### config.mk
export PLATFORM = sky130hd
export DESIGN_NAME = threat_report_decoder
export DESIGN_NICKNAME = d
export VERILOG_FILES = /design/src/rtl/threat_pkg.sv /design/src/rtl/threat_rec_fifo.sv /design/src/rtl/threat_report_decoder.sv
export SDC_FILE = /design/constraint.sdc
export NUM_CORES = 1
export LEC_CHECK = 0
export CAP_MARGIN = 15
export CORE_MARGIN = 4
export CORE_UTILIZATION = 32
export DETAILED_ROUTE_END_ITERATION = 12
export SYNTH_ARGS = -nofsm -noshare
export SYNTH_HDL_FRONTEND = slang
export SYNTH_SLANG_ARGS = --single-unit
### constraint.sdc
create_clock -name clk -period 11.8 [get_ports clk]
set_input_delay 1.77 -clock clk [delete_from_list [all_inputs] [get_ports clk]]
set_output_delay 1.77 -clock clk [all_outputs]
set_load 0.1 [all_outputs]
### src/rtl/threat_pkg.sv
// Field layout, direction codes and record type for the threat-report receive path.
// Shared by the decoder top and its record FIFO.
package threat_pkg;

    localparam int WORD_W     = 128;
    localparam int PAD_HI_LSB = 112;
    localparam int DIR_LSB    = 104;
    localparam int PAD_LO_LSB = 99;
    localparam int FLAG_LSB   = 96;
    localparam int PORT_LSB   = 80;
    localparam int MAC_LSB    = 32;
    localparam int IP_LSB     = 0;

    localparam logic [7:0] DIR_P1_TO_P2 = 8'h01;
    localparam logic [7:0] DIR_P2_TO_P1 = 8'h02;

    localparam int FLAG_PSCAN = 0;
    localparam int FLAG_ARP   = 1;
    localparam int FLAG_DDOS  = 2;

    typedef struct packed {
        logic        dir;
        logic [2:0]  flags;
        logic [15:0] port;
        logic [47:0] mac;
        logic [31:0] ip;
    } rec_t;

    localparam int REC_W = $bits(rec_t);

    function automatic logic word_valid(input logic [WORD_W-1:0] w);
        return (w[PAD_HI_LSB +: 16] == '0) && (w[PAD_LO_LSB +: 5] == '0)
            && ((w[DIR_LSB +: 8] == DIR_P1_TO_P2) || (w[DIR_LSB +: 8] == DIR_P2_TO_P1))
            && (w[FLAG_LSB +: 3] != 3'b000);
    endfunction

    function automatic rec_t unpack_word(input logic [WORD_W-1:0] w);
        rec_t r;
        r       = '0;
        r.dir   = (w[DIR_LSB +: 8] == DIR_P2_TO_P1);
        r.flags = w[FLAG_LSB +: 3];
        r.port  = w[PORT_LSB +: 16];
        r.mac   = w[MAC_LSB +: 48];
        r.ip    = w[IP_LSB +: 32];
        return r;
    endfunction

endpackage

### src/rtl/threat_rec_fifo.sv
// Synchronous show-ahead record FIFO: head is visible on dout while not empty, zero when empty.
// Simultaneous push and pop while full both take effect.
module threat_rec_fifo #(
    parameter int DEPTH = 8,
    parameter int WIDTH = 100
) (
    input  logic                   clk,
    input  logic                   n_rst,
    input  logic                   push,
    input  logic [WIDTH-1:0]       din,
    input  logic                   pop,
    output logic [WIDTH-1:0]       dout,
    output logic                   empty,
    output logic                   full,
    output logic [$clog2(DEPTH):0] level
);

    localparam int AW = $clog2(DEPTH);

    logic [WIDTH-1:0] mem [DEPTH];
    logic [AW-1:0]    wr_ptr;
    logic [AW-1:0]    rd_ptr;
    logic             wr_en;
    logic             rd_en;

    assign empty = (level == '0);
    assign full  = (level == (AW+1)'(DEPTH));
    assign rd_en = pop && !empty;
    assign wr_en = push && (!full || rd_en);

    // NOTE: storage is not reset; pointers and level define validity and dout is masked when empty.
    always_ff @(posedge clk) begin
        if (wr_en) begin
            mem[wr_ptr] <= din;
        end
    end

    // Pointers wrap naturally because DEPTH is a power of two.
    always_ff @(posedge clk) begin
        if (!n_rst) begin
            wr_ptr <= '0;
            rd_ptr <= '0;
            level  <= '0;
        end else begin
            if (wr_en) begin
                wr_ptr <= wr_ptr + 1'b1;
            end
            if (rd_en) begin
                rd_ptr <= rd_ptr + 1'b1;
            end
            case ({wr_en, rd_en})
                2'b10:   level <= level + 1'b1;
                2'b01:   level <= level - 1'b1;
                default: level <= level;
            endcase
        end
    end

    assign dout = empty ? '0 : mem[rd_ptr];

endmodule

### src/rtl/threat_report_decoder.sv
// Threat-report receive end: dedupe, validate, unpack and buffer records for a valid/ready sink.
// Define THREAT_STATS_EN to add saturating per-event statistics counters and stat_clr.
module threat_report_decoder
    import threat_pkg::*;
#(
    parameter int DEPTH = 8
`ifdef THREAT_STATS_EN
    ,
    parameter int CNT_W = 16
`endif
) (
    input  logic                   clk,
    input  logic                   n_rst,
    input  logic [127:0]           data_in,
    output logic                   rec_valid,
    input  logic                   rec_ready,
    output logic                   rec_dir,
    output logic [2:0]             rec_flags,
    output logic [15:0]            rec_port,
    output logic [47:0]            rec_mac,
    output logic [31:0]            rec_ip,
    output logic [$clog2(DEPTH):0] fifo_level,
    output logic                   overflow,
    output logic                   malformed
`ifdef THREAT_STATS_EN
    ,
    input  logic                   stat_clr,
    output logic [CNT_W-1:0]       cnt_ddos,
    output logic [CNT_W-1:0]       cnt_arp,
    output logic [CNT_W-1:0]       cnt_pscan,
    output logic [CNT_W-1:0]       cnt_malformed,
    output logic [CNT_W-1:0]       cnt_drop
`endif
);

    logic [WORD_W-1:0] s1_word;
    logic              s1_new;
    logic              s1_ok;
    logic              push;
    logic              bad;
    logic              pop;
    logic              drop;
    logic              empty;
    logic              full;
    rec_t              push_rec;
    rec_t              head_rec;

    // s1_word doubles as the previous-word register, so a zero word clears the dedupe history.
    // NOTE: non-blocking assignments make s1_new compare against the pre-edge s1_word.
    always_ff @(posedge clk) begin
        if (!n_rst) begin
            s1_word <= '0;
            s1_new  <= 1'b0;
        end else begin
            s1_new  <= (data_in != '0) && (data_in != s1_word);
            s1_word <= data_in;
        end
    end

    assign s1_ok    = word_valid(s1_word);
    assign push     = s1_new && s1_ok;
    assign bad      = s1_new && !s1_ok;
    assign push_rec = unpack_word(s1_word);
    assign pop      = rec_ready && !empty;
    assign drop     = push && full && !pop;

    always_ff @(posedge clk) begin
        if (!n_rst) begin
            malformed <= 1'b0;
            overflow  <= 1'b0;
        end else begin
            malformed <= bad;
            overflow  <= overflow || drop;
        end
    end

    threat_rec_fifo #(
        .DEPTH (DEPTH),
        .WIDTH (REC_W)
    ) u_fifo (
        .clk   (clk),
        .n_rst (n_rst),
        .push  (push),
        .din   (push_rec),
        .pop   (pop),
        .dout  (head_rec),
        .empty (empty),
        .full  (full),
        .level (fifo_level)
    );

    assign rec_valid = !empty;
    assign rec_dir   = head_rec.dir;
    assign rec_flags = head_rec.flags;
    assign rec_port  = head_rec.port;
    assign rec_mac   = head_rec.mac;
    assign rec_ip    = head_rec.ip;

`ifdef THREAT_STATS_EN
    logic enq;
    assign enq = push && !drop;

    function automatic logic [CNT_W-1:0] sat_inc(input logic [CNT_W-1:0] c, input logic en);
        return (en && (c != '1)) ? c + 1'b1 : c;
    endfunction

    // Clear shares priority with reset so it wins over a same-cycle increment.
    always_ff @(posedge clk) begin
        if (!n_rst || stat_clr) begin
            cnt_ddos      <= '0;
            cnt_arp       <= '0;
            cnt_pscan     <= '0;
            cnt_malformed <= '0;
            cnt_drop      <= '0;
        end else begin
            cnt_ddos      <= sat_inc(cnt_ddos,  enq && push_rec.flags[FLAG_DDOS]);
            cnt_arp       <= sat_inc(cnt_arp,   enq && push_rec.flags[FLAG_ARP]);
            cnt_pscan     <= sat_inc(cnt_pscan, enq && push_rec.flags[FLAG_PSCAN]);
            cnt_malformed <= sat_inc(cnt_malformed, bad);
            cnt_drop      <= sat_inc(cnt_drop, drop);
        end
    end
`endif

endmodule

==> results of run 1 <==
[power by group through the flow]
stage	combinational [mW]	clock (mW)	sequential, mW
final	0.181	3.01	3.69
after global routing	0.189	3.21	3.69
after CTS	0.180	3.07	3.69
after detailed placement	0.179	0	3.76
after global placement	0.179	0	3.75
after floorplan	0.0561	0	3.74
[per-layer routing]
layer / track usage / up-vias / part of all wire
met4: 0.0370 / 18 / 0.015
met5: 0 / - / 0.0011
met3: 0.0524 / 111 / 0.091
met2: 0.259 / 645 / 0.45
met1: 0.241 / 9815 / 0.44
li1: - / 7965 / -
[area by class of cell]
class / instances / area [um^2] / area share
multi-input cells: 820 / 8980 / 0.206
well taps: 1500 / 1880 / 0.0430
flip-flops and latches: 944 / 26900 / 0.617
diodes: 17 / 42.5 / 0.000975
clock buffers: 124 / 2530 / 0.0579
inverters: 8 / 30.0 / 0.000688
repair buffers: 272 / 2630 / 0.0604
clock inverters: 54 / 609 / 0.0140
[cells by family (layout without fill, tap and decap cells)]
kind of cell               Yosys count  in the layout  synth area share
AOI/OAI and AO/OA                   16             16           0.00294
xor gates and xnor gates           129            129            0.0312
adders and majority gates            5              5           0.00173
buffers and inverters               93            458            0.0103
DFF                                944            944             0.743
muxes                              305            305             0.154
other                                0             17                 0
and+or+nand+nor                    365            365            0.0568
[worst max path at each step]
| stage | startpoint | end | slack, ps | depth (start not counted) |
|---|---|---|---|---|
| final | flop | rec_port[2] | 4890 | 6 |
| after global routing | flop | rec_port[2] | 4480 | 6 |
| after global placement | flop | rec_port[2] | 5480 | 6 |
| after floorplan | rec_ready | u_fifo.mem[0][0] | -590 | 3 |
| after detailed placement | flop | rec_port[2] | 5450 | 6 |
| after CTS | flop | rec_port[2] | 4690 | 6 |
[metrics by stage]
stage	total power [mW]	std cells	setup WS, ps	setup TNS, ps	area [um^2]
after global placement	3.93	3544	5480	0	40400
after detailed placement	3.94	3544	5450	0	40400
after global routing	7.09	3724	4480	0	43600
final	6.88	3739	4890	0	43600
after CTS	6.93	3722	4690	0	43600
after floorplan	3.79	1857	-589	-117870	36200
[flip-flops by register name (all words and copies together) (netlist names), named ones only]
signal / cells
malformed: 1
overflow: 1
s1_new: 1
s1_word: 128
u_fifo.level: 4
u_fifo.mem: 800
u_fifo.rd_ptr: 3
u_fifo.wr_ptr: 3
[synthesized netlist by cell type (all sizes together) (3+ instances only)]
master	count	area share
xor2	107	0.026
mux4	200	0.12
nor3	4	0.00055
nor4b	4	0.0017
nand2	12	0.0012
inv	8	0.00083
ha	5	0.0017
nand4	22	0.0038
dfxtp	144	0.080
nor2	106	0.011
edfxtp	800	0.66
mux2i	105	0.029
nor4	68	0.012
and2	133	0.023
nor2b	3	0.00052
xnor2	22	0.0053
or4	3	0.00062
or3	3	0.00052
buf	32	0.0040
o21ai	4	0.00055
clkbuf	53	0.0055
[worst max-delay path, delay by kind of cell, from the launching register on]
kind	cells	cell delay, ps
AND/OR/NAND/NOR	1	90
buffers and inverters	3	2390
flip-flops	1	880
multiplexers	2	1000
==> impl_metrics.tcl, run 1 <==
set metrics [dict create \
    postCtsHoldBufs 0 \
    worstSetupPathType "reg2out" \
    die-width_um 344 \
    num-fill-cells 10189 \
    mostFrequentLayoutCell "edfxtp_1" \
    r2r_cells 7 \
    regToRegSetupSlack_ps 6880 \
    r2r-end "u_fifo.mem[5][21]" \
    crit_fanout 40 \
    core.rowCount 123 \
    fin_crit_ps 6910 \
    critPathMostFrequentCell "buf_4" \
    crit_path_top_delay_cell "clkdlybuf4s50_1" \
    critPathLaunchType "flop" \
    routabilityCongestion 0.833 \
    hp-start "u_fifo.level[3]" \
    cts_sinks 944 \
    end_kind "primary output" \
    wire_per_inst_um 27.2 \
    core_area_um2 112000 \
    drt-total-wl_mm 102 \
    crit_arrival_ps 5140 \
    drv_cap 0 \
    cellInternalPower_mw 5.43 \
    yosysUniqueCellTypes 41 \
    clock.fmax_mhz 145 \
    slew_headroom 0.229 \
    finClkSkew_ps 43.6 \
    portBuffers 237 \
    clkPwrFrac 0.438 \
    required_ps 10030 \
    ys_ff_latch 944 \
    overflow 0 \
    p_comb_frac 0.026 \
    vias_per_cell 4.96 \
    grt_pass1_wl_mm 143 \
    clk_latency_ps 680 \
    grt_usage 0.170 \
    cts.clk_slew.worst_paths_ps 60 \
    dieArea_um2 119000 \
    holdCritPathClass "reg2reg" \
    syn2layout_area_growth_pct 20.5 \
    timing.hold.ws_ps 551 \
    ant_nets 0 \
    final_cell_mix "800 x edfxtp_1, 236 x clkdlybuf4s50_1, 200 x mux4_2" \
    drive_gt1_frac 0.177 \
    setup_viol 0 \
    synth_fp_nets 1993 \
    layout.nets 2277 \
    antenna_found_initial 27 \
    r2r-start "s1_word[113]" \
    cts_buffers 95 \
    grt_max_degree 104 \
    holdPathStages 2 \
    finish.utilization 0.388 \
    path_cells "buf_4 -> buf_4 -> mux4_2 -> mux2i_1 -> nor2_1 -> clkdlybuf4s50_1" \
    drv_slew 0 \
    tightestPinTransition_ps 1160 \
    drc 0 \
    p_leak_nw 14.2 \
    drt_iter0_markers 1841 \
    powerDensity_nw_per_um2 158 \
    sw_frac_of_total 0.210 \
    holdPathEnd "u_fifo.level[3]" \
    seqPwrFrac 0.536 \
    status "complete, no violations" \
    grt_pass1_vias 18902 \
    die-height_um 344 \
    syn_area_per_cell_um2 19.5 \
    cts_tree "built" \
    htree_levels 3 \
    dr.pass1.iters 5 \
    post_cts_resized 0 \
    irDropWorstVdd_uv 107 \
    hpwlAfterDp_mm 66.7 \
    synth_area_um2 36200 \
    initial_utilization 0.322 \
    fin_crit_sh 0.586 \
    synth_seq_area_share 0.743 \
    post_cts_buffers 0 \
    ys_warn_count 0 \
    cpPeakStageDelay_ps 1020 \
    synth_edf_count 800 \
    io_pins 238 \
    yosys_most_used_dff "edfxtp_1" \
    syn_inst 1857 \
    clockBufferDepth 3 \
    vias 18554 \
    netSwitchingPower_mw 1.45 \
    hold_viol 0 \
    async_reset_ff_frac 0 \
    clock_tree.root_cell "clkbuf_16" \
    rsz0062_at_grt "false" \
]
Power figures use the tool's default switching activity.
==> inputs of run 2 (changes only) <==
==> constraint.sdc (replaced) <==
create_clock -name clk -period 6.55 [get_ports clk]
set_input_delay 0.9825 -clock clk [delete_from_list [all_inputs] [get_ports clk]]
set_output_delay 0.9825 -clock clk [all_outputs]
set_load 0.1 [all_outputs]
==> run 2 against run 1 <==
Effect of this change:
- sequential share of layout area fell by 0.45 points
- routed wire length is essentially flat
- via count rose by 0.34%
- power up 82%
- die area stayed put
- global-route usage shrank 0.056 points
- register-to-register slack worse by 4300 ps
- critical path depth is 1 lower
- worst hold slack got worse by 32 ps
- flip-flop and latch count unchanged
- worst setup slack worse by 3500 ps
- critical path type unchanged
- clock skew down 3.1 ps
==> impl_metrics.tcl, run 2 (synthesis gave the netlist of run 1 again) <==
set metrics [dict create \
    path_buf_inv 2 \
    place_inst 3545 \
    die-height_um 344 \
    clk_latency_ps 680 \
    fin_crit_ps 5160 \
    slew_headroom 0.196 \
    cts_tree "built" \
    grt_pass1_vias 18961 \
    final-instance-count-excl-fill 3750 \
    clockBufferDepth 3 \
    finClkSkew_ps 40.5 \
    crit_path_top_delay_cell "clkdlybuf4s50_1" \
    path_cells "buf_4 -> mux4_2 -> mux2i_1 -> nor2_1 -> clkdlybuf4s50_1" \
    cpPeakStageDelay_ps 1010 \
    num-fill-cells 10127 \
    grt_usage 0.169 \
    post_cts_buffers 0 \
    p_leak_nw 14.3 \
    hpwlAfterDp_mm 66.0 \
    final_cell_mix "800 x edfxtp_1, 236 x clkdlybuf4s50_1, 200 x mux4_2" \
    crit_fanout 42 \
    clock.fmax_mhz 194 \
    drt_iter0_markers 1741 \
    drive_gt1_frac 0.178 \
    fin_crit_sh 0.788 \
    clkPwrFrac 0.445 \
    postPlaceCellArea_um2 40600 \
    powerDensity_nw_per_um2 285 \
    core_area_um2 112000 \
    p_comb_frac 0.025 \
    finish.utilization 0.391 \
    fin_tns_setup_ps 0 \
    timing.hold.ws_ps 519 \
    netSwitchingPower_mw 2.62 \
    overflow 0 \
    irDropWorstVdd_uv 192 \
    routabilityCongestion 0.826 \
    required_ps 5570 \
    critPathLaunchType "flop" \
    tightestPinTransition_ps 1190 \
    dr.pass1.iters 7 \
    seqPwrFrac 0.530 \
    hold_viol 0 \
    antenna_found_initial 37 \
    clock_tree.root_cell "clkbuf_16" \
    cts.clk_slew.worst_paths_ps 60 \
    syn2layout_area_growth_pct 21.4 \
    ant_nets 0 \
    sw_frac_of_total 0.209 \
    die-width_um 344 \
    setup_viol 0 \
    place_ws_ps 1990 \
    grt_max_degree 101 \
    grt_pass1_wl_mm 142 \
    status "complete, no violations" \
    core.rowCount 123 \
    crit_arrival_ps 4180 \
    postCtsHoldBufs 0 \
    vias_per_cell 4.96 \
    dieArea_um2 119000 \
    cts_buffers 99 \
    drc 0 \
    post_cts_resized 0 \
    regMostFlops "u_fifo.mem" \
    layout.nets 2282 \
    io_pins 238 \
    drv_slew 0 \
    end_kind "primary output" \
    wire_per_inst_um 27.2 \
    p_total_mw 12.5 \
    final_area_um2 43900 \
    portBuffers 237 \
    largest_register_ffs 800 \
    htree_levels 3 \
    cts_sinks 944 \
    mostFrequentLayoutCell "edfxtp_1" \
    initial_utilization 0.322 \
    cellInternalPower_mw 9.91 \
    rsz0062_at_grt "false" \
    critPathTopFamily "buffers and inverters" \
    worstSetupPathType "reg2out" \
    setup_slack_ps 1390 \
    drt-total-wl_mm 102 \
    drv_cap 0 \
    holdCritPathClass "reg2reg" \
    largestRegisters "u_fifo.mem: 800 flops, s1_word: 128 flops, u_fifo.level: 4 flops" \
    vias 18617 \
]
==> run 2: changes by cell type in the layout (fill, tap and decap cells not counted), sizes merged <==
cell	change
clkbuf	+14
clkinv	-4
buf	+1
bufinv	-1
clkinvlp	-1
diode	+1
inv	+1
==> run 2: layer usage <==
layer / vias up / global-route usage / routed length (um)
met5: - / 0 / 214
met4: 34 / 0.0289 / 1260
met3: 115 / 0.0638 / 11500
met2: 727 / 0.258 / 45900
met1: 9770 / 0.236 / 43000
li1: 7971 / - / -
==> run 2: final cells by class <==
cell class | instances | area (um^2) | share of cell area
multi-input cells | 820 | 8990 | 0.205
well taps | 1500 | 1880 | 0.0427
inverters | 8 | 30.0 | 0.000683
clock inverters | 49 | 581 | 0.0132
repair buffers | 273 | 2790 | 0.0635
flip-flops and latches | 944 | 26900 | 0.613
diodes | 18 | 45.0 | 0.00103
clock buffers | 138 | 2700 | 0.0615
==> run 2: final timing paths <==
| check | startpoint | endpoint | slack [ps] | depth (start not counted) |
|---|---|---|---|---|
| hold / removal | overflow | overflow | 520 | 2 |
| setup reg to reg | s1_word[112] | u_fifo.mem[1][14] | 2630 | 7 |
| setup / recovery | flop | rec_mac[40] | 1390 | 5 |
| hold reg to reg | overflow | overflow | 520 | 2 |
==> run 2: worst reg2reg max path, cell delays in order (launching register included) <==
cell	delay [ps]
dfxtp_1	330
nor4_1	500
nand4_1	230
nor4_4	590
nand3_4	350
nor4b_4	310
buf_4	590
buf_4	630
==> run 2: power groups by stage <==
| stage | sequential, mW | combinational (mW) | clock (mW) |
|---|---|---|---|
| global route | 6.65 | 0.332 | 5.96 |
| CTS | 6.64 | 0.318 | 5.70 |
| floorplan | 6.73 | 0.101 | 0 |
| finish | 6.64 | 0.318 | 5.57 |
| global placement | 6.76 | 0.314 | 0 |
| detailed placement | 6.77 | 0.316 | 0 |
